File: config.mk
export PLATFORM = sky130hd
export DESIGN_NAME = ethernet_mmio_tx_initiator
export DESIGN_NICKNAME = d
export VERILOG_FILES = /design/src/rtl/ethernet_mmio_tx_initiator.sv
export SDC_FILE = /design/constraint.sdc
export NUM_CORES = 1
export LEC_CHECK = 0
export BUFFER_PORTS_ARGS = -buffer_cell sky130_fd_sc_hd__buf_4
export CORE_ASPECT_RATIO = 1.2
export CORE_MARGIN = 2
export CORE_UTILIZATION = 49
export DETAILED_ROUTE_END_ITERATION = 6
export PLACE_DENSITY = 0.93
export SLEW_MARGIN = 20
export SYNTH_ARGS = -nofsm -noshare
export SYNTH_HDL_FRONTEND = slang
export SYNTH_SLANG_ARGS = --single-unit
File: constraint.sdc
create_clock -name clk_i -period 4.6 [get_ports clk_i]
set_clock_uncertainty 0.1 [all_clocks]
set_input_delay 0.69 -clock clk_i [delete_from_list [all_inputs] [get_ports clk_i]]
set_output_delay 0.69 -clock clk_i [all_outputs]
set_load 0.02 [all_outputs]
File: src/rtl/ethernet_mmio_tx_initiator.sv
// Host-side MMIO initiator: polls TX ready, fills the TX buffer, writes length, sends, clears pending.
// Optional ETH_MMIO_TX_INIT_IRQ_EN: enables the TX event and waits on tx_irq_i instead of polling pending.
module ethernet_mmio_tx_initiator #(
  parameter int eth_mtu_p    = 2048,
  parameter int data_width_p = 32,
  parameter int poll_gap_p   = 4
) (
  input  logic                    clk_i,
  input  logic                    reset_ni,
  input  logic                    pkt_v_i,
  output logic                    pkt_ready_o,
  input  logic [31:0]             pkt_data_i,
  input  logic                    pkt_last_i,
  input  logic [1:0]              pkt_bytes_i,
  output logic [13:0]             addr_o,
  output logic                    write_en_o,
  output logic                    read_en_o,
  output logic [1:0]              op_size_o,
  output logic [data_width_p-1:0] write_data_o,
  input  logic [data_width_p-1:0] read_data_i,
  input  logic                    io_decode_error_i,
  input  logic                    tx_irq_i,
  output logic                    busy_o,
  output logic                    done_o,
  output logic                    error_o
);

  // state     | meaning
  // IDLE      | waiting for the first packet word
  // RDY_RD    | read TX ready status (0x101C)
  // RDY_CHK   | test ready bit 0 in the returned data
  // RDY_WAIT  | gap between ready polls
  // EN_IRQ    | enable TX event (0x1034), irq build only
  // DATA      | accept words, write TX buffer (0x0800+)
  // DATA_TAIL | write byte 2 of a 3-byte last word
  // LEN       | write byte count (0x1028)
  // SEND      | trigger send (0x1018)
  // PEND_RD   | read TX event pending (0x1030)
  // PEND_CHK  | test pending bit 0
  // PEND_WAIT | gap between pending polls
  // WAIT_IRQ  | wait for tx_irq_i, irq build only
  // CLR       | clear pending (0x1030), pulse done
  // DROP      | drain the rest of an aborted packet
  typedef enum logic [3:0] {
    IDLE, RDY_RD, RDY_CHK, RDY_WAIT, EN_IRQ, DATA, DATA_TAIL, LEN,
    SEND, PEND_RD, PEND_CHK, PEND_WAIT, WAIT_IRQ, CLR, DROP
  } state_e;

  localparam int cnt_w_lp  = $clog2(eth_mtu_p + 1);
  localparam int poll_w_lp = (poll_gap_p > 1) ? $clog2(poll_gap_p + 1) : 1;

  localparam logic [13:0] buf_base_lp = 14'h0800;
  localparam logic [13:0] ready_lp    = 14'h101C;
  localparam logic [13:0] send_lp     = 14'h1018;
  localparam logic [13:0] len_lp      = 14'h1028;
  localparam logic [13:0] pend_lp     = 14'h1030;
  localparam logic [13:0] irq_en_lp   = 14'h1034;

  state_e                state_q, state_d;
  logic [cnt_w_lp-1:0]   cnt_q, cnt_d;
  logic [poll_w_lp-1:0]  poll_q, poll_d;
  logic [7:0]            tail_q, tail_d;
  logic                  err_q, err_d;
  logic [2:0]            nbytes;
  logic [cnt_w_lp:0]     cnt_next;
  logic                  overflow;
  logic                  unused_ok;

  assign unused_ok = ^{read_data_i[data_width_p-1:1], tx_irq_i};

  assign nbytes   = (pkt_last_i && pkt_bytes_i != 2'd0) ? {1'b0, pkt_bytes_i} : 3'd4;
  assign cnt_next = {1'b0, cnt_q} + (cnt_w_lp + 1)'(nbytes);
  assign overflow = cnt_next > (cnt_w_lp + 1)'(eth_mtu_p);

  assign busy_o  = (state_q != IDLE);
  assign error_o = err_q;

  always_ff @(posedge clk_i or negedge reset_ni) begin
    if (!reset_ni) begin
      state_q <= IDLE;
      cnt_q   <= '0;
      poll_q  <= '0;
      tail_q  <= '0;
      err_q   <= 1'b0;
    end else begin
      state_q <= state_d;
      cnt_q   <= cnt_d;
      poll_q  <= poll_d;
      tail_q  <= tail_d;
      err_q   <= err_d;
    end
  end

  always_comb begin
    state_d      = state_q;
    cnt_d        = cnt_q;
    poll_d       = poll_q;
    tail_d       = tail_q;
    err_d        = 1'b0;
    pkt_ready_o  = 1'b0;
    addr_o       = '0;
    write_en_o   = 1'b0;
    read_en_o    = 1'b0;
    op_size_o    = 2'd0;
    write_data_o = '0;
    done_o       = 1'b0;
    unique case (state_q)
      IDLE: begin
        cnt_d  = '0;
        poll_d = '0;
        if (pkt_v_i) state_d = RDY_RD;
      end
      RDY_RD, PEND_RD: begin
        read_en_o = 1'b1;
        op_size_o = 2'd2;
        addr_o    = (state_q == RDY_RD) ? ready_lp : pend_lp;
        state_d   = (state_q == RDY_RD) ? RDY_CHK : PEND_CHK;
      end
      RDY_CHK, PEND_CHK: begin
        if (read_data_i[0]) begin
`ifdef ETH_MMIO_TX_INIT_IRQ_EN
          state_d = (state_q == RDY_CHK) ? EN_IRQ : CLR;
`else
          state_d = (state_q == RDY_CHK) ? DATA : CLR;
`endif
        end else if (poll_gap_p > 1) begin
          // the check cycle itself counts as the first gap cycle
          poll_d  = poll_w_lp'(poll_gap_p - 2);
          state_d = (state_q == RDY_CHK) ? RDY_WAIT : PEND_WAIT;
        end else begin
          state_d = (state_q == RDY_CHK) ? RDY_RD : PEND_RD;
        end
      end
      RDY_WAIT, PEND_WAIT: begin
        if (poll_q == '0) state_d = (state_q == RDY_WAIT) ? RDY_RD : PEND_RD;
        else              poll_d  = poll_q - poll_w_lp'(1);
      end
      EN_IRQ: begin
        write_en_o   = 1'b1;
        op_size_o    = 2'd2;
        addr_o       = irq_en_lp;
        write_data_o = data_width_p'(1);
        state_d      = DATA;
      end
      DATA: begin
        pkt_ready_o = 1'b1;
        if (pkt_v_i) begin
          if (overflow) begin
            state_d = pkt_last_i ? IDLE : DROP;
            err_d   = pkt_last_i;
          end else begin
            write_en_o   = 1'b1;
            addr_o       = buf_base_lp + 14'(cnt_q);
            op_size_o    = 2'd2;
            write_data_o = data_width_p'(pkt_data_i);
            cnt_d        = cnt_next[cnt_w_lp-1:0];
            if (pkt_last_i) begin
              state_d = LEN;
              unique case (pkt_bytes_i)
                2'd1: begin
                  op_size_o    = 2'd0;
                  write_data_o = data_width_p'(pkt_data_i[7:0]);
                end
                2'd2: begin
                  op_size_o    = 2'd1;
                  write_data_o = data_width_p'(pkt_data_i[15:0]);
                end
                2'd3: begin
                  op_size_o    = 2'd1;
                  write_data_o = data_width_p'(pkt_data_i[15:0]);
                  tail_d       = pkt_data_i[23:16];
                  cnt_d        = cnt_q + cnt_w_lp'(2);
                  state_d      = DATA_TAIL;
                end
                default: ;
              endcase
            end
          end
        end
      end
      DATA_TAIL: begin
        write_en_o   = 1'b1;
        addr_o       = buf_base_lp + 14'(cnt_q);
        op_size_o    = 2'd0;
        write_data_o = data_width_p'(tail_q);
        cnt_d        = cnt_q + cnt_w_lp'(1);
        state_d      = LEN;
      end
      LEN: begin
        write_en_o   = 1'b1;
        addr_o       = len_lp;
        op_size_o    = 2'd2;
        write_data_o = data_width_p'(cnt_q);
        state_d      = SEND;
      end
      SEND: begin
        write_en_o   = 1'b1;
        addr_o       = send_lp;
        op_size_o    = 2'd2;
        write_data_o = data_width_p'(1);
`ifdef ETH_MMIO_TX_INIT_IRQ_EN
        state_d      = WAIT_IRQ;
`else
        state_d      = PEND_RD;
`endif
      end
      WAIT_IRQ: begin
        if (tx_irq_i) state_d = CLR;
      end
      CLR: begin
        write_en_o   = 1'b1;
        addr_o       = pend_lp;
        op_size_o    = 2'd2;
        write_data_o = data_width_p'(1);
        done_o       = 1'b1;
        state_d      = IDLE;
      end
      DROP: begin
        pkt_ready_o = 1'b1;
        if (pkt_v_i && pkt_last_i) begin
          state_d = IDLE;
          err_d   = 1'b1;
        end
      end
      default: state_d = IDLE;
    endcase

    // a rejected access aborts; mid-packet the remaining words are drained first
    if ((write_en_o || read_en_o) && io_decode_error_i) begin
      done_o = 1'b0;
      if (state_q == DATA && !pkt_last_i) begin
        state_d = DROP;
        err_d   = 1'b0;
      end else begin
        state_d = IDLE;
        err_d   = 1'b1;
      end
    end
  end

endmodule

# [Yosys cells after proc, flatten, opt, wreduce, memory -nomap -nowiden]
# Cells that the tools add are included.
[classes] muxes=53 magnitude_cmp=1 bitwise_logic=1 eq_ne=27 n_addsub=5 reduce_logical=24
[ops] op="$pmux 32 s4" n=1
[ops] op="$mux 32" n=3
[ops] op="$pmux 13 s7" n=1
[ops] op="$pmux 32 s2" n=1
[ops] op="$mux 4" n=15
[ops] op="$mux 12" n=4
[ops] op="$pmux 4 s11" n=1
[ops] op="$pmux 12 s3" n=1
[ops] op="$eq 4x4->1 const B" n=7
[ops] op="$mux 13" n=2
[ops] op="$eq 4x3->1 const B" n=4
[ops] op="$ne 3x3->1 const B" n=5
[ops] op="$add 12x12->13 const A" n=1
[ops] op="$add 12x3->13" n=1
[ops] op="$gt 13x12->1 const B" n=1
[ops] op="$add 12x1->12 const B" n=1
[ops] op="$add 12x2->12 const B" n=1
[ops] op="$mux 1" n=12
[ops] op="$reduce_or 2->1" n=5
[ops] op="$mux 3" n=3
[ops] op="$pmux 3 s3" n=1
[ops] op="$eq 4x2->1 const B" n=2
[ops] op="$ne 2x2->1 const B" n=4
[ops] op="$pmux 2 s2" n=2
[ops] op="23 further kinds" n=32
[totals] output_inout_bits=54 reg_bits=28 in_bits=72 wordCells=116

# [Depth between registers and ports, before layout]
# Gate-level depths: netlist of the first run.
[logic_depth] ltp_word=12 depth_mapped=14 depth_no_buf=12

# [Worst setup path after synthesis of the first run]
# OpenSTA, ideal clock, no wires.
[synth_path] path_type="input to output" startpoint="in pkt_bytes_i[0]" endpoint="out addr_o[11]" path_buffers=1 stages=11 arrival_ps=3374 slack_ps=436 required_ps=3810 cell_sequence="nand2_1 -> inv_1 -> ha_1 -> fa_1 -> a21oi_1 -> nor2_1 -> and3_1 -> clkbuf_1 -> nand3b_1 -> o21ai_0 -> nor2b_1"
[synth_via] elab_chain_len=8
[synth_lines] item="start, declared" line_no="14" text="input logic [1:0] pkt_bytes_i,"
[synth_lines] item="$reduce_bool 2->1" line_no="71" text="assign nbytes = (pkt_last_i && pkt_bytes_i != 2'd0) ? {1'b0, pkt_bytes_i} : 3'd4;"
[synth_lines] item="$logic_and 1x1->1" line_no="71"
[synth_lines] item="$mux 3 (*)" line_no="71"
[synth_lines] item="$add 12x3->13 (*)" line_no="72" text="assign cnt_next = {1'b0, cnt_q} + (cnt_w_lp + 1)'(nbytes);"
[synth_lines] item="$gt 13x12->1 (*)" line_no="73" text="assign overflow = cnt_next > (cnt_w_lp + 1)'(eth_mtu_p);"
[synth_lines] item="$mux 13 (*)" line_no="148" text="if (overflow) begin"
[synth_lines] item="$mux 13 (*)" line_no="147" text="if (pkt_v_i) begin"
[synth_lines] item="$pmux 13 s7 (*)" line_no="107" text="unique case (state_q)"
[synth_lines] item="end, declared" line_no="15" text="output logic [13:0] addr_o,"
# Every way passes the cells marked *; elsewhere a longest branch is shown, timed or not.

# [Worst setup path after layout of the first run]
[layout_path] startpoint="in pkt_last_i" endpoint="out addr_o[5]"
[layout_via] elab_chain_len=7
[layout_lines] item="start, declared" line_no="13" text="input logic pkt_last_i,"
[layout_lines] item="$logic_and 1x1->1" line_no="71"
[layout_lines] item="$mux 3" line_no="71"
[layout_lines] item="$add 12x3->13" line_no="72"
[layout_lines] item="$gt 13x12->1" line_no="73"
[layout_lines] item="$mux 13" line_no="148"
[layout_lines] item="$mux 13" line_no="147"
[layout_lines] item="$pmux 13 s7" line_no="107"
# Every way passes these cells.

==> impl_metrics.json, run 1 <==
{
  "run_status": "finished, final reports clean",
  "area_growth_pct": 28.6,
  "drtIter0Drc": 373,
  "hold_viol_final": 0,
  "synthArstFlopShare_pct": 100,
  "synth.net_count": 460,
  "gp_congestion": 0.929,
  "vias": 3339,
  "fin_nets": 543,
  "grt_use_total_pct": 27.8,
  "post_cts_resized": 0,
  "period_minus_slack_ns": 4.31,
  "yosysSeqAreaShare_pct": 24.3,
  "max-slew-margin-rel_pct": 45.7,
  "final_area_sq_um": 3700,
  "post-cts-setup-buffer-count": 0,
  "first_pass_iters": 6,
  "synth_area_per_cell_sq_um": 7.57,
  "arrival_ns": 3.52,
  "post-route-drc-count": 0,
  "drv_cap": 0,
  "row_count": 30,
  "ctsHoldBuffers": 0,
  "synth_area_sq_um": 2880,
  "slew_violations": 0,
  "portBuffers": 93,
  "grt_max_degree": 29,
  "final_cell_mix": "buf_4, nor2_1, o21ai_0",
  "die_x_um": 74.0,
  "synth.distinct_cells": 65,
  "ys.flop_type": "dfrtp_1",
  "ir_worst_vdd_mv": 0.231,
  "cp_max_fo": 16,
  "clk_pin_slew_ns": 0.11,
  "required_ns": 3.81,
  "die_y_um": 88.0,
  "fmax_ghz": 0.232,
  "p_per_area_nw_per_um2": 413,
  "cts-root-buf": "clkbuf_8",
  "synth_edf_count": 0,
  "core_region_area_sq_um": 5670,
  "wl_um": 9170,
  "grt_pass1_wl_um": 14300,
  "placed_cell_area_sq_um": 3630,
  "syn_inst": 380,
  "viasPerCell": 6.16,
  "antenna_found_initial": 0,
  "hold_path.class": "input port to asynchronous set/reset pin",
  "worst_slew_pin_slew_ns": 0.814,
  "wl_per_cell_um": 16.9,
  "rsz0062_at_grt": "false",
  "numCtsBuffers": 3,
  "io_pins": 126,
  "cts_tree": "done",
  "clockBufferDepth": 2,
  "critPathKind": "input port to output port",
  "min_period_over_period_pct": 93.8,
  "ant_nets": 0,
  "cts.sinks": 28,
  "grt-ovfl-total": 0,
  "setup_viol": 0,
  "finalSetupTns_ns": 0,
  "ys_warn_count": 0,
  "leakage_nw": 1.79,
  "ys_seq_elements": 28,
  "layout_commonest_cell": "buf_4",
  "grt_pass1_vias": 3052,
  "nFillCells": 496,
  "die-area_sq_um": 6500,
  "h-tree-depth": 1,
  "critPathCaptureType": "output port",
  "dp_hpwl_um": 6850,
  "diodes": 0,
  "start_util_pct": 50.8,
  "start_kind": "input port",
  "clock_latency_ns": 0.29,
  "drive_gt1_share_pct": 28.1
}
[cell type report]
class	instances	area, sq um	share of cell area [%]
clock buffers	3	41.3	1.12
flip-flops and latches	28	701	18.9
inverters	16	60.1	1.62
clock inverters	1	30.0	0.812
multi-input cells	311	1990	53.9
well taps	80	100	2.71
repair buffers	103	773	20.9
[cells by family after synthesis]
group,after synthesis,share of synthesized area [%]
AO/OA/AOI/OAI,117,28.1
XOR/XNOR,3,0.913
adder cells (fa/ha/maj),8,3.74
buffers and inverters,41,6.35
flip-flops,28,24.3
multiplexers,12,4.52
other,1,0.130
AND/OR/NAND/NOR,170,31.9
[path summary, 6_finish.rpt]
kind	start	cells past startpoint	slack (ns)	to
worst max register to register	cnt_q[0]$_DFFE_PN0P_	12	1.07	cnt_q[7]$_DFFE_PN0P_
worst min-delay path	reset_ni	1	0.21	poll_q[0]$_DFFE_PN0P_
max in group asynchronous	reset_ni	1	3.89	cnt_q[5]$_DFFE_PN0P_
worst min register to register	tail_q[3]$_DFFE_PN0P_	1	0.42	tail_q[3]$_DFFE_PN0P_
min in group clk_i	tail_q[3]$_DFFE_PN0P_	1	0.42	tail_q[3]$_DFFE_PN0P_
worst max-delay path	pkt_last_i	17	0.29	addr_o[5]
[where the power goes]
part	leakage, nW	switching, mW	total [mW]	internal (mW)
sequential	0.383	0.117	0.413	0.296
combinational	1.37	0.539	0.906	0.367
clock	0.0357	0.0911	0.208	0.117
total	1.79	0.747	1.53	0.780
[Yosys cell counts, types with 6 or more instances]
| cell type | instances | area share [%] |
|---|---|---|
| a21oi_1 | 25 | 4.3 |
| a222oi_1 | 8 | 2.8 |
| a22oi_1 | 6 | 1.6 |
| and2_1 | 31 | 6.7 |
| and3_1 | 9 | 2.0 |
| clkbuf_1 | 14 | 1.8 |
| dfrtp_1 | 28 | 24 |
| ha_1 | 7 | 3.0 |
| inv_1 | 16 | 2.1 |
| mux2_2 | 8 | 3.1 |
| nand2_1 | 28 | 3.7 |
| nand2b_1 | 8 | 1.7 |
| nand3_1 | 13 | 2.3 |
| nor2_1 | 43 | 5.6 |
| nor2b_1 | 9 | 2.0 |
| nor3_1 | 7 | 1.2 |
| o21ai_0 | 33 | 5.7 |
[registers in the layout (all words and copies together) (netlist names)]
| register | flops |
|---|---|
| poll_q | 3 |
| state_q | 4 |
| error_o | 1 |
| cnt_q | 12 |
| tail_q | 8 |
[routing by layer]
metal  share of wire (%)  global-route usage, %  vias up
met5                   0                      0        -
met4                 3.2                   11.7        0
met3                 6.3                   1.84       27
met2                  53                   50.2      187
met1                  38                   33.7     1583
li1                    -                      -     1542
[metrics by stage]
stage | setup WS, ns | utilization [%] | std cells | hold slack [ns] | power (mW)
2_1_floorplan | 0.436 | - | 380 | 0.294 | 1.01
3_3_place_gp | 0.321 | 64.0 | 538 | 0.382 | 1.28
3_5_place_dp | 0.314 | 64.0 | 538 | 0.400 | 1.30
4_1_cts | 0.311 | 65.3 | 542 | 0.223 | 1.51
5_1_grt | 0.0451 | 65.3 | 542 | 0.230 | 1.63
6_report | 0.286 | 65.3 | 542 | 0.212 | 1.53
[worst max-delay path, stage by stage]
cell	delay [ns]
buf_4	0.14
nand2_1	0.08
inv_1	0.09
ha_1	0.23
fa_1	0.44
a21oi_1	0.17
buf_4	0.16
nor4_1	0.05
nor3_1	0.20
a211oi_1	0.07
a21oi_1	0.15
buf_4	0.24
nor2_8	0.06
buf_4	0.19
a222oi_1	0.32
inv_1	0.07
buf_4	0.16
Note: power is estimated with default switching activity, not from simulation.
==> run 2: changes to the inputs <==
Settings changed: PLACE_DENSITY 0.93 to unset, PLACE_DENSITY_LB_ADDON set to 0.15.
==> impl_metrics.json, run 2 (synthesized netlist as in run 1, its figures left out) <==
{
  "slew_violations": 0,
  "rsz0062_at_grt": "false",
  "h-tree-depth": 1,
  "grt_pass1_wl_um": 14700,
  "arrival_ns": 3.59,
  "final_cell_mix": "buf_4, nor2_1, o21ai_0",
  "hold_viol_final": 0,
  "period_minus_slack_ns": 4.38,
  "drv_cap": 0,
  "cp_max_fo": 8,
  "drive_gt1_share_pct": 28.4,
  "dp_hpwl_um": 6990,
  "io_pins": 126,
  "min_period_over_period_pct": 95.1,
  "cts_tree": "done",
  "start_util_pct": 50.8,
  "diodes": 0,
  "wl_um": 9260,
  "fmax_ghz": 0.228,
  "cts.sinks": 28,
  "core_region_area_sq_um": 5670,
  "cts-root-buf": "clkbuf_8",
  "area_growth_pct": 28.1,
  "grt-ovfl-total": 0,
  "final_util_pct": 65.1,
  "first_pass_iters": 5,
  "vias": 3206,
  "drtIter0Drc": 218,
  "wl_per_cell_um": 17.1,
  "post-route-drc-count": 0,
  "critPathCaptureType": "output port",
  "grt_max_degree": 29,
  "max-slew-margin-rel_pct": 51.7,
  "largest_reg_flops": 12,
  "power.total_mw": 1.47,
  "row_count": 30,
  "die-area_sq_um": 6500,
  "grt_pass1_vias": 3038,
  "critPathKind": "input port to output port",
  "layout_commonest_cell": "buf_4",
  "clockBufferDepth": 2,
  "setup_viol": 0,
  "viasPerCell": 5.92,
  "reg.largest.list": "cnt_q: 12 flops, tail_q: 8 flops, state_q: 4 flops",
  "clk_pin_slew_ns": 0.11,
  "start_kind": "input port",
  "run_status": "finished, final reports clean",
  "gp_congestion": 0.958,
  "numCtsBuffers": 3,
  "portBuffers": 93,
  "finalSetupTns_ns": 0,
  "fin_nets": 543,
  "die_x_um": 74.0,
  "hold_path.class": "input port to asynchronous set/reset pin",
  "regMostFlops": "cnt_q",
  "die_y_um": 88.0,
  "ir_worst_vdd_mv": 0.196,
  "antenna_found_initial": 0,
  "grt_use_total_pct": 28.9,
  "p_per_area_nw_per_um2": 400,
  "clock_latency_ns": 0.28,
  "leakage_nw": 1.78,
  "worst_slew_pin_slew_ns": 0.725,
  "ant_nets": 0,
  "required_ns": 3.81
}
run 2: worst paths after layout:
| check | startpoint | end | slack [ns] | depth (start not counted) |
|---|---|---|---|---|
| min in group clk_i | tail_q[5]$_DFFE_PN0P_ | tail_q[5]$_DFFE_PN0P_ | 0.42 | 1 |
| worst min-delay path | reset_ni | tail_q[0]$_DFFE_PN0P_ | 0.23 | 1 |
| worst max-delay path | pkt_last_i | write_data_o[8] | 0.22 | 15 |
| max in group asynchronous | reset_ni | cnt_q[10]$_DFFE_PN0P_ | 3.89 | 1 |
| worst min register to register | tail_q[5]$_DFFE_PN0P_ | tail_q[5]$_DFFE_PN0P_ | 0.42 | 1 |
| worst max register to register | cnt_q[0]$_DFFE_PN0P_ | cnt_q[7]$_DFFE_PN0P_ | 0.93 | 12 |
run 2: layout make-up:
class / instances / area (sq um)
clock buffer: 4 / 55.1
timing repair buffer: 103 / 773
sequential: 28 / 701
tap: 80 / 100
inverter: 16 / 60.1
fill: 541 / 1980
multi-input combinational: 311 / 2000
run 2: what timing repair did:
item	CTS	global route
resized for setup	0	1
buffers inserted	0	0
hold buffers	0	0
endpoints found under the setup margin	0	29
run 2: metrics by stage:
| stage | worst slack, ns | instance area (sq um) | hold slack [ns] | instances |
|---|---|---|---|---|
| after floorplan | 0.436 | 2880 | 0.294 | 380 |
| after CTS | 0.123 | 3680 | 0.234 | 542 |
| after detailed placement | 0.143 | 3630 | 0.396 | 538 |
| after global routing | 0.0337 | 3690 | 0.243 | 542 |
| after global placement | 0.245 | 3630 | 0.386 | 538 |
| final | 0.224 | 3690 | 0.226 | 542 |
run 2: where the power goes:
part,total (mW),internal [mW],switching (mW)
Sequential,0.380,0.297,0.0829
Combinational,0.930,0.371,0.559
Clock,0.163,0.0770,0.0862
run 2: critical path: stages:
cell and delay (ns):
buf_4 0.14, nand2_1 0.08, inv_1 0.11, ha_1 0.25, fa_1 0.44, a21oi_2 0.31
mux2i_1 0.23, mux2i_1 0.10, a211oi_1 0.18, a21oi_1 0.11, buf_4 0.19, nor2_8 0.12
o21a_1 0.30, a22o_1 0.21, buf_4 0.14
run 2: metal layers:
metal  track usage [%]  vias to the layer above  routed length, um
met1              36.2                     1531               3790
met5                 0                        -                  0
met2              51.6                      118               4890
li1                  -                     1542                  -
met3              2.65                       15                441
met4              9.26                        0                138
==> run 3: changes to the inputs <==
Settings changed: BUFFER_PORTS_ARGS -buffer_cell sky130_fd_sc_hd__buf_4 to -buffer_cell sky130_fd_sc_hd__buf_2.
==> impl_metrics.json, run 3 (synthesized netlist as in run 1, its figures left out) <==
{
  "slew_violations": 0,
  "critical_path.max_stage_delay_ns": 0.36,
  "critPathCaptureType": "output port",
  "leakage_nw": 1.74,
  "critPathKind": "input port to output port",
  "rr_worst_depth": 12,
  "rsz0062_at_grt": "false",
  "first_pass_iters": 6,
  "drv_cap": 0,
  "max-slew-margin-rel_pct": 47.0,
  "seq_area_sq_um": 701,
  "reg.largest.list": "cnt_q: 12 flops, tail_q: 8 flops, state_q: 4 flops",
  "fmax_ghz": 0.232,
  "cts_tree": "done",
  "area_growth_pct": 20.0,
  "critPathSlowestCell": "nor2_1",
  "dp_hpwl_um": 6680,
  "largest_reg_flops": 12,
  "grt_pass1_wl_um": 14100,
  "portBuffers": 93,
  "arrival_ns": 3.53,
  "regToRegEndpoint": "cnt_q[7]$_DFFE_PN0P_",
  "final_cell_mix": "buf_2, nor2_1, o21ai_0",
  "period_minus_slack_ns": 4.32,
  "run_status": "finished, final reports clean",
  "row_count": 30,
  "ir_worst_vdd_mv": 0.215,
  "r2r_setup_slack_ns": 1.20,
  "worst_slew_pin_slew_ns": 0.795,
  "grt-ovfl-total": 0,
  "cp_num_buf_inv": 5,
  "viasPerCell": 5.90,
  "gp_congestion": 0.930,
  "cts.sinks": 28,
  "diodes": 0,
  "ctsHoldBuffers": 0,
  "p_per_area_nw_per_um2": 419,
  "core_region_area_sq_um": 5670,
  "fin_ws_ns": 0.283,
  "pre_cts_ws_ns": 0.240,
  "hold_path.class": "input port to asynchronous set/reset pin",
  "clock_latency_ns": 0.29,
  "hold_viol_final": 0,
  "multi_input_area_sq_um": 2000,
  "path_cells": "buf_2, and2_1, nor2_1, ha_1, nor2_1, nor2_1, mux2i_1, a211oi_1, a21oi_1, buf_4, nor2_8, buf_4, a222oi_1, inv_1, buf_2",
  "drive_gt1_share_pct": 28.0,
  "wl_um": 8920,
  "cts-root-buf": "clkbuf_8",
  "numCtsBuffers": 3,
  "wl_per_cell_um": 16.5,
  "post-route-drc-count": 0,
  "grt_max_degree": 29,
  "start_kind": "input port",
  "drtIter0Drc": 224,
  "finalSetupTns_ns": 0,
  "cpMostUsedCell": "nor2_1",
  "cp_max_fo": 12,
  "min_period_over_period_pct": 93.9,
  "grt_pass1_vias": 3011,
  "die_x_um": 74.0,
  "layout_commonest_cell": "buf_2",
  "antenna_found_initial": 0,
  "fin_nets": 541,
  "vias": 3188,
  "clockBufferDepth": 2,
  "r2r_start": "cnt_q[0]$_DFFE_PN0P_",
  "ant_nets": 0,
  "required_ns": 3.81,
  "cpLargestDelayFamily": "simple AND/OR/NAND/NOR gates",
  "die-area_sq_um": 6500,
  "start_util_pct": 50.8,
  "clk_pin_slew_ns": 0.12,
  "regMostFlops": "cnt_q",
  "nFillCells": 535,
  "crit_start": "pkt_last_i",
  "io_pins": 126,
  "die_y_um": 88.0,
  "setup_viol": 0,
  "h-tree-depth": 1,
  "grt_use_total_pct": 27.7
}
run 3: through the flow:
stage / cell area [sq um] / total power, mW / utilization (%) / std cells / hold slack [ns]
detailed placement: 3380 / 1.24 / 59.6 / 536 / 0.400
global route: 3450 / 1.56 / 60.9 / 540 / 0.386
floorplan: 2880 / 1.01 / - / 380 / 0.294
finish: 3450 / 1.45 / 60.9 / 540 / 0.332
global placement: 3380 / 1.22 / 59.6 / 536 / 0.389
CTS: 3450 / 1.45 / 60.9 / 540 / 0.359
run 3: final cells by class:
class	count	area share (%)
clock inverters	1	0.870
inverters	16	1.74
flip-flops and latches	28	20.3
clock buffers	3	1.20
repair buffers	101	15.2
multi-input cells	311	57.8
well taps	80	2.90
run 3: power by group:
part | switching [mW] | total (mW) | internal [mW]
Clock | 0.0891 | 0.206 | 0.117
Combinational | 0.523 | 0.834 | 0.311
Sequential | 0.112 | 0.409 | 0.296
Total | 0.724 | 1.45 | 0.724
run 3: routing by layer:
layer | GRT usage, % | up-vias | part of all wire, %
met2 | 49.3 | 142 | 51
met4 | 9.92 | 0 | 2.3
li1 | - | 1535 | -
met5 | 0 | - | 0
met1 | 34.4 | 1488 | 40
met3 | 2.53 | 23 | 6.2
run 3: timing repair:
action                     4_1_cts  5_1_grt
resized for setup                0        1
setup endpoints to repair        0        3
setup buffers                    0        0
run 3: how the worst max path moves through the flow:
stage                 endpoint  slack (ns)  cells past startpoint
2_1_floorplan       addr_o[11]        0.44                     11
3_3_place_gp   write_data_o[8]        0.27                     14
3_5_place_dp   write_data_o[9]        0.24                     14
4_1_cts        write_data_o[8]        0.23                     16
5_1_grt        write_data_o[7]        0.04                     15
6_report       write_data_o[3]        0.28                     15
